<file path="config.mk">
export PLATFORM = sky130hd
export DESIGN_NAME = am_demod
export DESIGN_NICKNAME = d
export VERILOG_FILES = /design/src/rtl/am_demod.sv
export SDC_FILE = /design/constraint.sdc
export NUM_CORES = 1
export LEC_CHECK = 0
export ABC_AREA = 1
export CAP_MARGIN = 0
export CORE_ASPECT_RATIO = 0.75
export CORE_MARGIN = 2
export CORE_UTILIZATION = 40
export CTS_CLUSTER_DIAMETER = 30
export CTS_CLUSTER_SIZE = 8
export DETAILED_ROUTE_END_ITERATION = 7
export HOLD_SLACK_MARGIN = 0.03
export PLACE_DENSITY_LB_ADDON = 0.08
export REMOVE_ABC_BUFFERS = 1
export SLEW_MARGIN = 10
export SYNTH_ARGS = -nofsm -noshare
export SYNTH_HDL_FRONTEND = slang
export SYNTH_SLANG_ARGS = --single-unit
</file>
<file path="constraint.sdc">
create_clock -name clk -period 5.2 [get_ports clk]
set_clock_uncertainty 0.2 [all_clocks]
set_input_delay 1.3 -clock clk [delete_from_list [all_inputs] [get_ports clk]]
set_output_delay 1.3 -clock clk [all_outputs]
set_load 0.03 [all_outputs]
</file>
<file path="src/rtl/am_demod.sv">
// Envelope-detecting AM demodulator: full-wave rectifier, integrate-and-dump over
// one carrier period, reciprocal-multiply mean, DC tracker and gained baseband output.
module am_demod #(
    parameter int DECIM      = 120,
    parameter int DC_SHIFT   = 8,
    parameter int GAIN_SHIFT = 1
) (
    input  logic        clk,
    input  logic        rst,
    input  logic [11:0] am_data,
    input  logic        in_valid,
    output logic [11:0] env_data,
    output logic [11:0] demod_data,
    output logic        out_valid,
    output logic        sat_flag
);

    localparam int     CNT_W  = $clog2(DECIM);
    localparam int     ACC_W  = 12 + CNT_W;
    localparam int     PROD_W = ACC_W + 25;
    localparam int     DC_W   = 12 + DC_SHIFT;
    // round(2^24 / DECIM), computed as (2^25/DECIM + 1) / 2
    localparam longint RECIP  = ((64'sd1 <<< 25) / DECIM + 1) / 2;
    localparam longint HALF   = 64'sd1 <<< 23;

    // ---------------- stage 0: rectify about midscale ----------------
    logic [11:0] rect;
    logic        s0_valid;

    // NOTE: sequential state uses non-blocking assignments so every register
    // samples the pre-edge values of its neighbours regardless of process order.
    always_ff @(posedge clk or negedge rst) begin
        if (!rst) begin
            rect     <= '0;
            s0_valid <= 1'b0;
        end else begin
            s0_valid <= in_valid;
            if (in_valid)
                rect <= (am_data >= 12'd2048) ? am_data - 12'd2048 : 12'd2048 - am_data;
        end
    end

    // ---------------- stage 1: integrate and dump ----------------
    logic [CNT_W-1:0] cnt;
    logic [ACC_W-1:0] acc;
    logic [ACC_W-1:0] sum;
    logic             s1_dump;

    always_ff @(posedge clk or negedge rst) begin
        if (!rst) begin
            cnt     <= '0;
            acc     <= '0;
            sum     <= '0;
            s1_dump <= 1'b0;
        end else begin
            s1_dump <= 1'b0;
            if (s0_valid) begin
                if (cnt == CNT_W'(DECIM - 1)) begin
                    sum     <= acc + ACC_W'(rect);
                    s1_dump <= 1'b1;
                    acc     <= '0;
                    cnt     <= '0;
                end else begin
                    acc <= acc + ACC_W'(rect);
                    cnt <= cnt + 1'b1;
                end
            end
        end
    end

    // ---------------- stages 2-3: mean by reciprocal multiply ----------------
    logic [PROD_W-1:0] prod;
    logic              s2_valid;
    logic [PROD_W-1:0] prod_sh;
    logic [11:0]       s3_env;
    logic              s3_valid;

    assign prod_sh = prod >> 24;

    always_ff @(posedge clk or negedge rst) begin
        if (!rst) begin
            prod     <= '0;
            s2_valid <= 1'b0;
            s3_env   <= '0;
            s3_valid <= 1'b0;
        end else begin
            s2_valid <= s1_dump;
            if (s1_dump)
                prod <= PROD_W'(sum) * PROD_W'(RECIP) + PROD_W'(HALF);
            s3_valid <= s2_valid;
            if (s2_valid)
                s3_env <= (prod_sh > PROD_W'(4095)) ? 12'hfff : prod_sh[11:0];
        end
    end

    // ---------------- stage 4: DC removal and gain ----------------
    logic [DC_W-1:0]    dc_acc;
    logic [11:0]        dc;
    logic               seeded;
    logic signed [12:0] diff;
    logic signed [16:0] diff_ext;
    logic signed [16:0] demod_full;
    logic [11:0]        demod_next;
    logic               clip_next;
    logic [DC_W-1:0]    dc_acc_next;

    assign dc         = dc_acc[DC_W-1:DC_SHIFT];
    assign diff       = $signed({1'b0, s3_env}) - $signed({1'b0, dc});
    assign diff_ext   = {{4{diff[12]}}, diff};
    assign demod_full = 17'sd2048 + (diff_ext <<< GAIN_SHIFT);

    // NOTE: every always_comb output gets a default first, so no path can
    // leave a value unassigned and infer a latch.
    always_comb begin
        demod_next  = demod_full[11:0];
        clip_next   = 1'b0;
        dc_acc_next = dc_acc - DC_W'(dc) + DC_W'(s3_env);
        if (demod_full < 0) begin
            demod_next = 12'd0;
            clip_next  = 1'b1;
        end else if (demod_full > 17'sd4095) begin
            demod_next = 12'hfff;
            clip_next  = 1'b1;
        end
        // First window after reset only establishes the carrier level.
        if (!seeded) begin
            demod_next  = 12'd2048;
            clip_next   = 1'b0;
            dc_acc_next = DC_W'(s3_env) << DC_SHIFT;
        end
    end

    logic        s4_valid;
    logic [11:0] s4_env;
    logic [11:0] s4_demod;
    logic        s4_clip;

    always_ff @(posedge clk or negedge rst) begin
        if (!rst) begin
            dc_acc   <= '0;
            seeded   <= 1'b0;
            s4_valid <= 1'b0;
            s4_env   <= '0;
            s4_demod <= 12'd2048;
            s4_clip  <= 1'b0;
        end else begin
            s4_valid <= s3_valid;
            if (s3_valid) begin
                s4_env   <= s3_env;
                s4_demod <= demod_next;
                s4_clip  <= clip_next;
                dc_acc   <= dc_acc_next;
                seeded   <= 1'b1;
            end
        end
    end

    // ---------------- output register ----------------
    always_ff @(posedge clk or negedge rst) begin
        if (!rst) begin
            env_data   <= '0;
            demod_data <= 12'd2048;
            out_valid  <= 1'b0;
            sat_flag   <= 1'b0;
        end else begin
            out_valid <= s4_valid;
            if (s4_valid) begin
                env_data   <= s4_env;
                demod_data <= s4_demod;
                if (s4_clip)
                    sat_flag <= 1'b1;
            end
        end
    end

endmodule

</file>
* Word level (Yosys, flattened, before mapping)
Index checks and enable logic that the tools add are counted.
** Cells by class
- Multiplexer cells :: 13
- Eq/ne operators :: 1
- Reductions and logical operators :: 2
- Order comparisons :: 4
- Add/sub/neg operators :: 9
- $mul :: 1
** Operators with widths (number)
- $mux 12 :: 5
- $add 37x24->38 const B :: 1
- $mul 19x17->36 const B :: 1
- $add 20x12->20 :: 1
- $gt 20x12->1 const B :: 1
- $mux 20 :: 1
- $sub 20x12->20 :: 1
- $add 19x12->19 :: 1
- $mux 19 :: 1
- $add 13x14->15 const A :: 1
- $gt 15x13->1 const B :: 1
- $lt 15x1->1 const B :: 1
- $sub 12x12->13 :: 1
- $ge 12x12->1 const B :: 1
- $sub 12x12->12 const A :: 1
- $sub 12x12->12 const B :: 1
- $add 7x1->7 const B :: 1
- $eq 7x7->1 const B :: 1
- $mux 7 :: 1
- $mux 1 :: 5
- $reduce_and 2->1 :: 2
** Word-level totals
- Input bits :: 15
- Output and inout bits :: 26
- Register bits :: 190

* Depth between registers and ports, before layout
Gate-level depths: netlist of run 1.
- Depth after elaboration :: 6
- Gate-level depth with buffers :: 25

* Worst setup path after synthesis of run 1
No wires, ideal clock.
- Kind :: reg2reg
- From :: register sum[6]
- To :: register prod[33]
- Data required time :: 4.883 ns
- Data arrival time :: 4.212 ns
- Stages on the path, launching flop included :: 23
- Setup slack :: 0.671 ns
- Cells stage by stage :: dfrtp_1 ha_1 fa_1 inv_1 fa_1 inv_1 fa_1 ha_1 ha_1 nand2_1 nor2_1 nand2_1 inv_1 nand2_1 nand2_1 nand2_1 nand2_1 ha_1 nand3_4 nor2_2 nand3_1 nand3_1 nand2_1
** On the way
- Cells in the longest elaborated chain, start to end :: 2
** Ends and longest elaborated chain
- start: declaration :: RTL line 46 : logic [ACC_W-1:0] sum;
- start signal: assignment :: RTL line 59 : sum <= acc + ACC_W'(rect);
- $mul 19x17->36 :: RTL line 89 : prod <= PROD_W'(sum) * PROD_W'(RECIP) + PROD_W'(HALF);
- $add 37x24->38 :: RTL line 89
- end signal: assignment :: RTL line 89
- end: declaration :: RTL line 72 : logic [PROD_W-1:0] prod;
Every way passes these cells.
A chain may end at the register's enable or synchronous reset.

* Worst setup path in the final report of run 1
Same ends and word-level chain as after synthesis.

==> results of run 1 <==
## routing by layer
| layer | share of wire | vias up |
|---|---|---|
| li1 | - | 5440 |
| met3 | 0.048 | 19 |
| met4 | 0.0081 | 0 |
| met2 | 0.40 | 202 |
| met5 | 0 | - |
| met1 | 0.55 | 4920 |
## worst max-delay path by stage
stage	slack, ns	startpoint	cells after the start	to
after detailed placement	0.24	sum[6]	22	prod[33]
after floorplan	0.67	sum[6]	22	prod[33]
after global placement	0.35	sum[6]	22	prod[29]
final	0.27	sum[6]	23	prod[33]
after CTS	0.21	sum[6]	22	prod[33]
after global routing	0.008	sum[6]	22	prod[33]
## sequential cells by signal (all words and copies together), names as in the netlist, 7 cells and up
register    flops
acc            19
cnt             7
dc_acc         20
demod_data     12
env_data       12
prod           14
rect           12
s3_env         12
s4_demod       12
s4_env         12
sum            19
## layout make-up
cell class / count / area share
Clock inverter: 15 / 0.01366
Clock buffer: 17 / 0.02996
Tap cell: 406 / 0.03577
Inverter: 297 / 0.07850
Multi-Input combinational cell: 1198 / 0.5287
Timing Repair Buffer: 44 / 0.03128
Sequential cell: 160 / 0.2821
## logic make-up after synthesis
group                    after synthesis  share of synthesized area
AND/OR/NAND/NOR                      721                     0.2401
XOR/XNOR                              38                    0.02612
multiplexers                          24                    0.02121
flip-flops                           160                     0.3144
AO/OA/AOI/OAI                        228                    0.09761
adder cells (fa/ha/maj)              187                     0.2037
buffers and inverters                326                    0.09683
## worst register-to-register path, stage by stage, from the launching register on
cell and delay [ns]:
dfrtp_1 0.41, ha_1 0.33, fa_1 0.54, inv_1 0.06, fa_1 0.50, inv_1 0.06
fa_1 0.47, ha_1 0.33, ha_1 0.34, nand2_1 0.13, inv_1 0.05, nand2_1 0.06
nand2_1 0.06, nand2_1 0.07, nand2_1 0.07, inv_1 0.07, nand3_1 0.08, nand2_1 0.16
ha_2 0.25, nand3_4 0.13, nor2_2 0.18, nand3_1 0.10, nand3_1 0.10, nand2_1 0.06
## layout by cell type, fill, tap and decap left out, types with 4 or more instances in the layout
cell / count
dfrtp_1: 158
nand4_1: 12
o21ai_1: 12
a31oi_1: 14
o21bai_1: 4
o22ai_1: 9
clkbuf_16: 17
nor2_1: 98
inv_2: 9
ha_1: 152
mux2_2: 24
nand2_2: 20
fa_1: 34
nor2_4: 5
and2_1: 4
nor3_1: 8
xnor2_1: 11
inv_1: 285
or2_2: 7
a21o_1: 6
xor2_1: 27
inv_6: 6
nor2_2: 12
nand3_1: 81
nand2_1: 461
o31ai_1: 4
a21oi_1: 71
nand3b_1: 5
o21ai_0: 95
clkdlybuf4s50_1: 39
## power by group through the flow
stage	registers (mW)	logic, mW	clock network (mW)
floorplan	1.41	0.501	0
global placement	1.43	0.695	0
detailed placement	1.43	0.705	0
CTS	1.41	0.709	1.37
global route	1.43	0.799	1.42
finish	1.41	0.702	1.34
## metrics by stage
stage                     cell area (um^2)  hold slack (ns)
after floorplan                      12620           0.2364
after global placement               13570           0.2458
after detailed placement             13570           0.2527
after CTS                            14190           0.2696
after global routing                 14200           0.2986
final                                14200           0.2618
==> results.sh, run 1 <==
export IMPL_avgSynthCellArea_um2=7.566
export IMPL_fin_ws_ns=0.2673
export IMPL_ys_seq_area_frac=0.3144
export IMPL_critPathLaunchType="flop"
export IMPL_netlist_top_cells_area="dfrtp_1 31%, ha_1 15%, nand2_1 14%"
export IMPL_top_usage_layer="met1"
export IMPL_cts_hold_buffers_added=0
export IMPL_place_inst=2105
export IMPL_min_path_type="reg -> reg"
export IMPL_grt_max_degree=87
export IMPL_cts_buffers=17
export IMPL_dieHeight_um=158.6
export IMPL_ys_top_cells_by_count="461 x nand2_1, 285 x inv_1, 158 x dfrtp_1, 153 x ha_1, 100 x nor2_1"
export IMPL_yosysMostFrequentCell="nand2_1"
export IMPL_synth_top_area_share=0.3103
export IMPL_hpwlAfterDp_mm=26.12
export IMPL_power_frac_clock=0.387
export IMPL_clk_pin_slew_ns=0.08
export IMPL_htreeDepth=4
export IMPL_cap_violations=0
export IMPL_final_antenna_net_count=0
export IMPL_grt_util_met1=0.3186
export IMPL_hold_depth=1
export IMPL_fmax_ghz=0.2027
export IMPL_grtUsageMet2=0.2889
export IMPL_critical_path_required_ns=5.34
export IMPL_core_area_um2=31320
export IMPL_cts_root_buffer="clkbuf_16"
export IMPL_fp_dieArea_um2=33310
export IMPL_p_comb_frac=0.204
export IMPL_groute_usage_overall=0.2047
export IMPL_synth_main_ff_cell="dfrtp_1"
export IMPL_fin_crit_ns=4.933
export IMPL_vdd_drop_max_mv=0.1777
export IMPL_slew_headroom=0.2492
export IMPL_slew_violations=0
export IMPL_instances_no_fill=2137
export IMPL_postCtsSetupBuffers=0
export IMPL_row_count=56
export IMPL_status="finished clean"
export IMPL_port_buffers=40
export IMPL_synth_edff_count=0
export IMPL_n_fill_cell=3169
export IMPL_r2r_slack_ns=0.27
export IMPL_grt_pass1_wl_mm=53.03
export IMPL_antenna_found_initial=0
export IMPL_place_gp_congestion=0.8922
export IMPL_syn_to_final_growth_pct=11.46
export IMPL_drive_gt1_frac=0.07048
export IMPL_nets=1920
export IMPL_finalCritPeriodShare=0.9486
export IMPL_grt_overflow=0
export IMPL_crit_type="reg -> reg"
export IMPL_initial_utilization=0.4068
export IMPL_critical_path_buf_inv_count=4
export IMPL_diodes=0
export IMPL_sw_frac_of_total=0.3250
export IMPL_r2r_cells=23
export IMPL_min_from="sat_flag"
export IMPL_slowest_delay_ns=0.54
export IMPL_insertion_delay_ns=0.45
export IMPL_async_reset_ff_frac=1.000
export IMPL_synth_cell_types=46
export IMPL_fin_setup_tns_ns=0
export IMPL_drt_wirelength_per_cell_um=15.21
export IMPL_die_w_um=210.1
export IMPL_slowest_stage="fa_1"
export IMPL_intPower_mw=2.329
export IMPL_setup_viol=0
export IMPL_place_ws_ns=0.2386
export IMPL_totalWireLength_mm=32.49
export IMPL_total_power_mw=3.450
export IMPL_multi_input_area_um2=7508
export IMPL_ys_seq_elements=160
export IMPL_switchingPower_mw=1.121
export IMPL_hold_viol=0
export IMPL_ios=41
export IMPL_hold_end="sat_flag"
export IMPL_syn_inst=1684
export IMPL_critPathTopFamily="adder cells"
export IMPL_rsz0062_at_grt="no"
export IMPL_cts_resized_gates=0
export IMPL_syn_area_um2=12740
export IMPL_ys_warnings_count=0
export IMPL_p_seq_frac=0.410
export IMPL_ff_latch_area_um2=4006
export IMPL_cp_arrival_ns=5.07
export IMPL_viasPerCell=4.951
export IMPL_drcViolationCount=0
export IMPL_cts_buffer_depth=2
export IMPL_dr_pass1_iters=5
export IMPL_powerDensity_nw_per_um2=243.0
export IMPL_crit_top_cell="nand2_1"
export IMPL_cts_tree="done"
export IMPL_p_leak_nw=7.972
export IMPL_cts_sinks=160
export IMPL_path_cells="ha_1 -> fa_1 -> inv_1 -> fa_1 -> inv_1 -> fa_1 -> ha_1 -> ha_1 -> nand2_1 -> inv_1 -> nand2_1 -> nand2_1 -> nand2_1 -> nand2_1 -> inv_1 -> nand3_1 -> nand2_1 -> ha_2 -> nand3_4 -> nor2_2 -> nand3_1 -> nand3_1 -> nand2_1"
export IMPL_drt_iter0_drc=742
export IMPL_vias=10581
export IMPL_post_synth_top_area_cell="dfrtp_1"
export IMPL_grt_pass1_vias=9956
export IMPL_fin_util=0.4534
export IMPL_crit_path_max_fanout=5
export IMPL_tightest_slew_ns=1.126
export IMPL_use_met3=0.04379
export IMPL_end_kind="flop"
export IMPL_reg2reg_to="prod[33]"
export IMPL_regToRegStartpoint="sum[6]"
No activity file was read; power rests on OpenSTA's default activity.
==> inputs of run 2 (changes only) <==
CTS_CLUSTER_DIAMETER = unset   (was 30)
==> results of run 2 <==
The final DEF is identical to that of run 1; final timing and power are the same.
==> RTL edit 1, RTL diff (config.mk and constraints of run 1) <==
Set the parameter `DECIM` to 240 (it was 120).
--- a/src/rtl/am_demod.sv
+++ b/src/rtl/am_demod.sv
@@ -1,7 +1,7 @@
 // Envelope-detecting AM demodulator: full-wave rectifier, integrate-and-dump over
 // one carrier period, reciprocal-multiply mean, DC tracker and gained baseband output.
 module am_demod #(
-    parameter int DECIM      = 120,
+    parameter int DECIM      = 240,
     parameter int DC_SHIFT   = 8,
     parameter int GAIN_SHIFT = 1
 ) (
Formal check against the unedited RTL: no difference found for any inputs over 10 cycles, from zero or initial values and one cycle with rst low; that may be too few to reach the edited logic, so the function may still have changed.
==> RTL edit 1 against run 1 <==
  * Via count grew 5.3%
  * Wire length grew 9.0%
  * Sequential cell count grew 3
  * Worst setup slack gained 460 ps
  * Synthesized cell count grew 8.3%
  * Cell area grew 3.6%
  * Area after synthesis grew 3.7%
  * Power shrank 0.43%
  * Utilization is essentially flat
  * Largest power group unchanged
  * Highest routed layer unchanged
==> RTL edit 1: results (changes against run 1) <==
- CTS max path bufs: 2 (unchanged)
- Cell count of the worst reg-to-reg path: 19 (-17%)
- Post-synthesis mux area share: 2.20% (+0.076 points)
- Synth top cells by count: nand2_1, inv_1, dfrtp_1, ha_1, nand3_1
- HPWL after DPL: 28700 µm (+9.9%)
- Via count: 11139 (+5.3%)
- Post-synthesis compound-gate area fraction: 7.25% (-2.5 points)
- Sequential share of the synthesized area: 30.9% (-0.55 points)
- Hold path start: sat_flag$_DFFE_PN0P_
- Delay of the slowest critical-path stage: 570 ps (+30 ps)
- Global-route wire length before repair: 57800 µm (+9.0%)
- Ant. Diodes: 0 (unchanged)
- Reg2reg end: prod[25]$_DFFE_PN0P_
- Post-synthesis adder-cell area fraction: 20.4% (+0.074 points)
- Final #Nets: 2068 (+7.7%)
- Final hold slack: 260 ps (-1.71 ps)
- Synth async-reset ratio: 100% (unchanged)
- Largest registers: acc (20), dc_acc (20), sum (20)
- Synth Area in XOR/XNOR: 1.39% (-1.2 points)
- Share of cells above drive strength 1: 4.59% (-2.5 points)
- Hold EP: sat_flag$_DFFE_PN0P_
- CP top delay family: adder cells
- Worst-margin pin slew: 1100 ps (-28.2 ps)
- Slowest cell on crit path: fa_1
- Worst vdd ir: 0.000178 V (+0.39%)
- Distinct cells, synth: 42 (-8.7%)
- Clock latency on the worst-skew pair: 460 ps
- CTS H-tree depth: 4 (unchanged)
- Syn_area_per_cell: 7.25 µm² (-4.2%)
- Post-placement cell count: 2283 (+8.5%)
- Hold crit path type: reg -> reg
- TritonRoute pass-1 iters: 7 (+2)
- Gp weighted congestion: 0.937 (+5.0%)
- Status: completed
- Routed WL per cell: 15.3 µm (+0.61%)
- Max FO, Critical Path: 4 (-1)
- F_max: 224 MHz (+10%)
- Largest net degree at the start of global routing: 75 (-14%)
- Synth warn: 0 (unchanged)
- Leak Pwr: 8.53 nW (+7.0%)
- Total GRT Usage: 21.7% (+1.2 points)
- Initial drt markers: 755 (+1.8%)
- Post-place setup slack: 755 ps (+517 ps)
- DR vias/cell: 4.81 (-2.8%)
- Post-CTS setup repair buffer count: 0 (unchanged)
- Top cells by area, synth: dfrtp_1, nand2_1, ha_1
- R2r setup slk: 730 ps (+460 ps)
- R2r startpoint: sum[5]$_DFFE_PN0P_
- Placed Area: 14100 µm² (+3.8%)
- PostCTS Resize Cnt: 0 (unchanged)
==> RTL edit 1: changes by cell type after synthesis, moves of 8 or more <==
cell / change
nand3_1: +38
nor2_1: +12
nand2_2: -11
nor3_1: +8
o21ai_1: -10
xor2_1: -13
nand2_1: +118
inv_1: +55
o21ai_0: -32
nor2_2: -8
==> RTL edit 1: per-layer routing <==
layer | wire [µm] | GRT usage [%]
met5 | 0 | 0
met3 | 1360 | 3.56
met2 | 14100 | 30.0
met4 | 350 | 4.67
met1 | 19600 | 34.8
==> RTL edit 1: power by group <==
part           switching (mW)  internal (mW)  total, mW  leakage, nW
clock network           0.588          0.773       1.36        0.302
logic                   0.414          0.228      0.642         6.02
registers              0.0720           1.36       1.43         2.21
total                    1.07           2.36       3.44         8.53
==> RTL edit 1: area by class of cell <==
class                   instances  area [µm²]
fillers                      3392       17700
multi-input cells            1287        7700
flip-flops and latches        163        4080
inverters                     344        1290
well taps                     442         553
repair buffers                 47         454
clock buffers                  18         429
clock inverters                14         193
==> RTL edit 2, RTL diff (settings of run 1) <==
Without the edit above. Reset style: synchronous (`rst`), changed in 5 clocked blocks.
--- a/src/rtl/am_demod.sv
+++ b/src/rtl/am_demod.sv
@@ -29,7 +29,7 @@
 
     // NOTE: sequential state uses non-blocking assignments so every register
     // samples the pre-edge values of its neighbours regardless of process order.
-    always_ff @(posedge clk or negedge rst) begin
+    always_ff @(posedge clk) begin
         if (!rst) begin
             rect     <= '0;
             s0_valid <= 1'b0;
@@ -46,7 +46,7 @@
     logic [ACC_W-1:0] sum;
     logic             s1_dump;
 
-    always_ff @(posedge clk or negedge rst) begin
+    always_ff @(posedge clk) begin
         if (!rst) begin
             cnt     <= '0;
             acc     <= '0;
@@ -77,7 +77,7 @@
 
     assign prod_sh = prod >> 24;
 
-    always_ff @(posedge clk or negedge rst) begin
+    always_ff @(posedge clk) begin
         if (!rst) begin
             prod     <= '0;
             s2_valid <= 1'b0;
@@ -135,7 +135,7 @@
     logic [11:0] s4_demod;
     logic        s4_clip;
 
-    always_ff @(posedge clk or negedge rst) begin
+    always_ff @(posedge clk) begin
         if (!rst) begin
             dc_acc   <= '0;
             seeded   <= 1'b0;
@@ -156,7 +156,7 @@
     end
 
     // ---------------- output register ----------------
-    always_ff @(posedge clk or negedge rst) begin
+    always_ff @(posedge clk) begin
         if (!rst) begin
             env_data   <= '0;
             demod_data <= 12'd2048;
Behaviour: same outputs for any inputs over 10 cycles, from zero or initial values and one cycle with rst low; that may be too few to reach the edited logic, so the function may still have changed.
==> RTL edit 2 against run 1 <==
  * Sequential cell count did not move
  * Wire length rose by 1.4%
  * Synthesized cell count rose by 5.6%
  * Area after synthesis fell by 2.9%
  * Sequential share of layout area fell by 4.9 points
  * Worst setup slack improved by 53 ps
  * Global-route usage rose by 0.078 points
  * Cell area fell by 3.2%
  * Critical path type unchanged
Power is not compared: it rests on default switching activity, and its combinational part moved more than twofold at a synthesized area within 25%.
==> RTL edit 2: results (changes against run 1) <==
- Status: completed
- PostCTS Resize Cnt: 0 (unchanged)
- Via count: 10943 (+3.4%)
- Met1 Usage GRT: 31.7% (-0.21 points)
- Placed Area: 13200 µm² (-3.1%)
- Routed wire length: 32900 µm (+1.4%)
- HPWL after DPL: 26200 µm (+0.43%)
- Post-placement cell count: 2184 (+3.8%)
- CTS clk-pin slew, worst paths: 60 ps (-20 ps)
- Largest net degree at the start of global routing: 69 (-21%)
- CTS H-tree depth: 4 (unchanged)
- DR WL met2: 13300 µm (+4.0%)
- Initial antenna violation count: 1 (+1)
- Hold crit path type: reg -> reg
- Synth top cells by count: nand2_1, inv_1, a21oi_1, dfxtp_1, ha_1
- Buffers on Ports: 40 (unchanged)
- Synth async-reset ratio: 0% (-100 points)
- Vias in the first global route: 9935 (-0.21%)
- Post-place setup slack: 315 ps (+76.0 ps)
- Distinct cells, synth: 54 (+17%)
- Total GRT Usage: 20.5% (+0.078 points)
- Filler instances: 3199 (+0.95%)
- Post-synthesis mux area share: 0% (-2.1 points)
- Antenna-violating nets left: 0 (unchanged)
- Synth Area in XOR/XNOR: 2.90% (+0.29 points)
- Inverters, non-clock: 301 (+1.3%)
- Global-route wire length before repair: 52800 µm (-0.46%)
- Post-synthesis compound-gate area fraction: 14.9% (+5.1 points)
- DR WL met3: 1250 µm (-19%)
- Worst-margin pin slew: 932 ps (-194 ps)
- Multi-input logic area: 7870 µm² (+4.7%)
- Comb_multi_in: 1275 (+6.4%)
- Clock latency on the worst-skew pair: 440 ps
- Share of cells above drive strength 1: 6.44% (-0.61 points)
- Final clock-cell share: 4.24% (-0.12 points)
- Row cnt: 55 (-1.8%)
- Initial drt markers: 622 (-16%)
- Final #Nets: 2006 (+4.5%)
- Delay of the slowest critical-path stage: 520 ps (-20 ps)
- Top cells by area, synth: dfxtp_1, ha_1, nand2_1
- Sequential share of the synthesized area: 25.9% (-5.5 points)
- Routed WL per cell: 14.9 µm (-2.2%)
- Buffers excl. clock: 49 (+11%)
- Signal buf overhead: 3.37% (+0.24 points)
- Met1 Wirelength: 18000 µm (+1.1%)
- Sequential cell area share: 23.3% (-4.9 points)
- Met2 Track Usage GR: 29.6% (+0.67 points)
- Post-synthesis adder-cell area fraction: 21.0% (+0.62 points)
- Clock buffers: 22 (+5)
- Cell count after synthesis: 1779 (+5.6%)
- Gp weighted congestion: 0.947 (+6.1%)
- Clock Sink Count: 160 (unchanged)
[RTL edit 2: path summary, 6_finish.rpt]
| kind | startpoint | endpoint | slack (ps) | cells after the start |
|---|---|---|---|---|
| worst max-delay path | sum[5]$_SDFFE_PN0P_ | prod[35]$_SDFFE_PN0P_ | 320 | 22 |
| worst min-delay path | s4_env[11]$_SDFFE_PN0P_ | s4_env[11]$_SDFFE_PN0P_ | 270 | 2 |
| worst max register to register | sum[5]$_SDFFE_PN0P_ | prod[35]$_SDFFE_PN0P_ | 320 | 22 |
| worst min register to register | s4_env[11]$_SDFFE_PN0P_ | s4_env[11]$_SDFFE_PN0P_ | 270 | 2 |
[RTL edit 2: report_power, final]
group | switching [mW] | internal (mW)
combinational | 0.0762 | 0.0443
sequential | 0.00883 | 1.24
clock | 0.516 | 0.741
total | 0.602 | 2.02
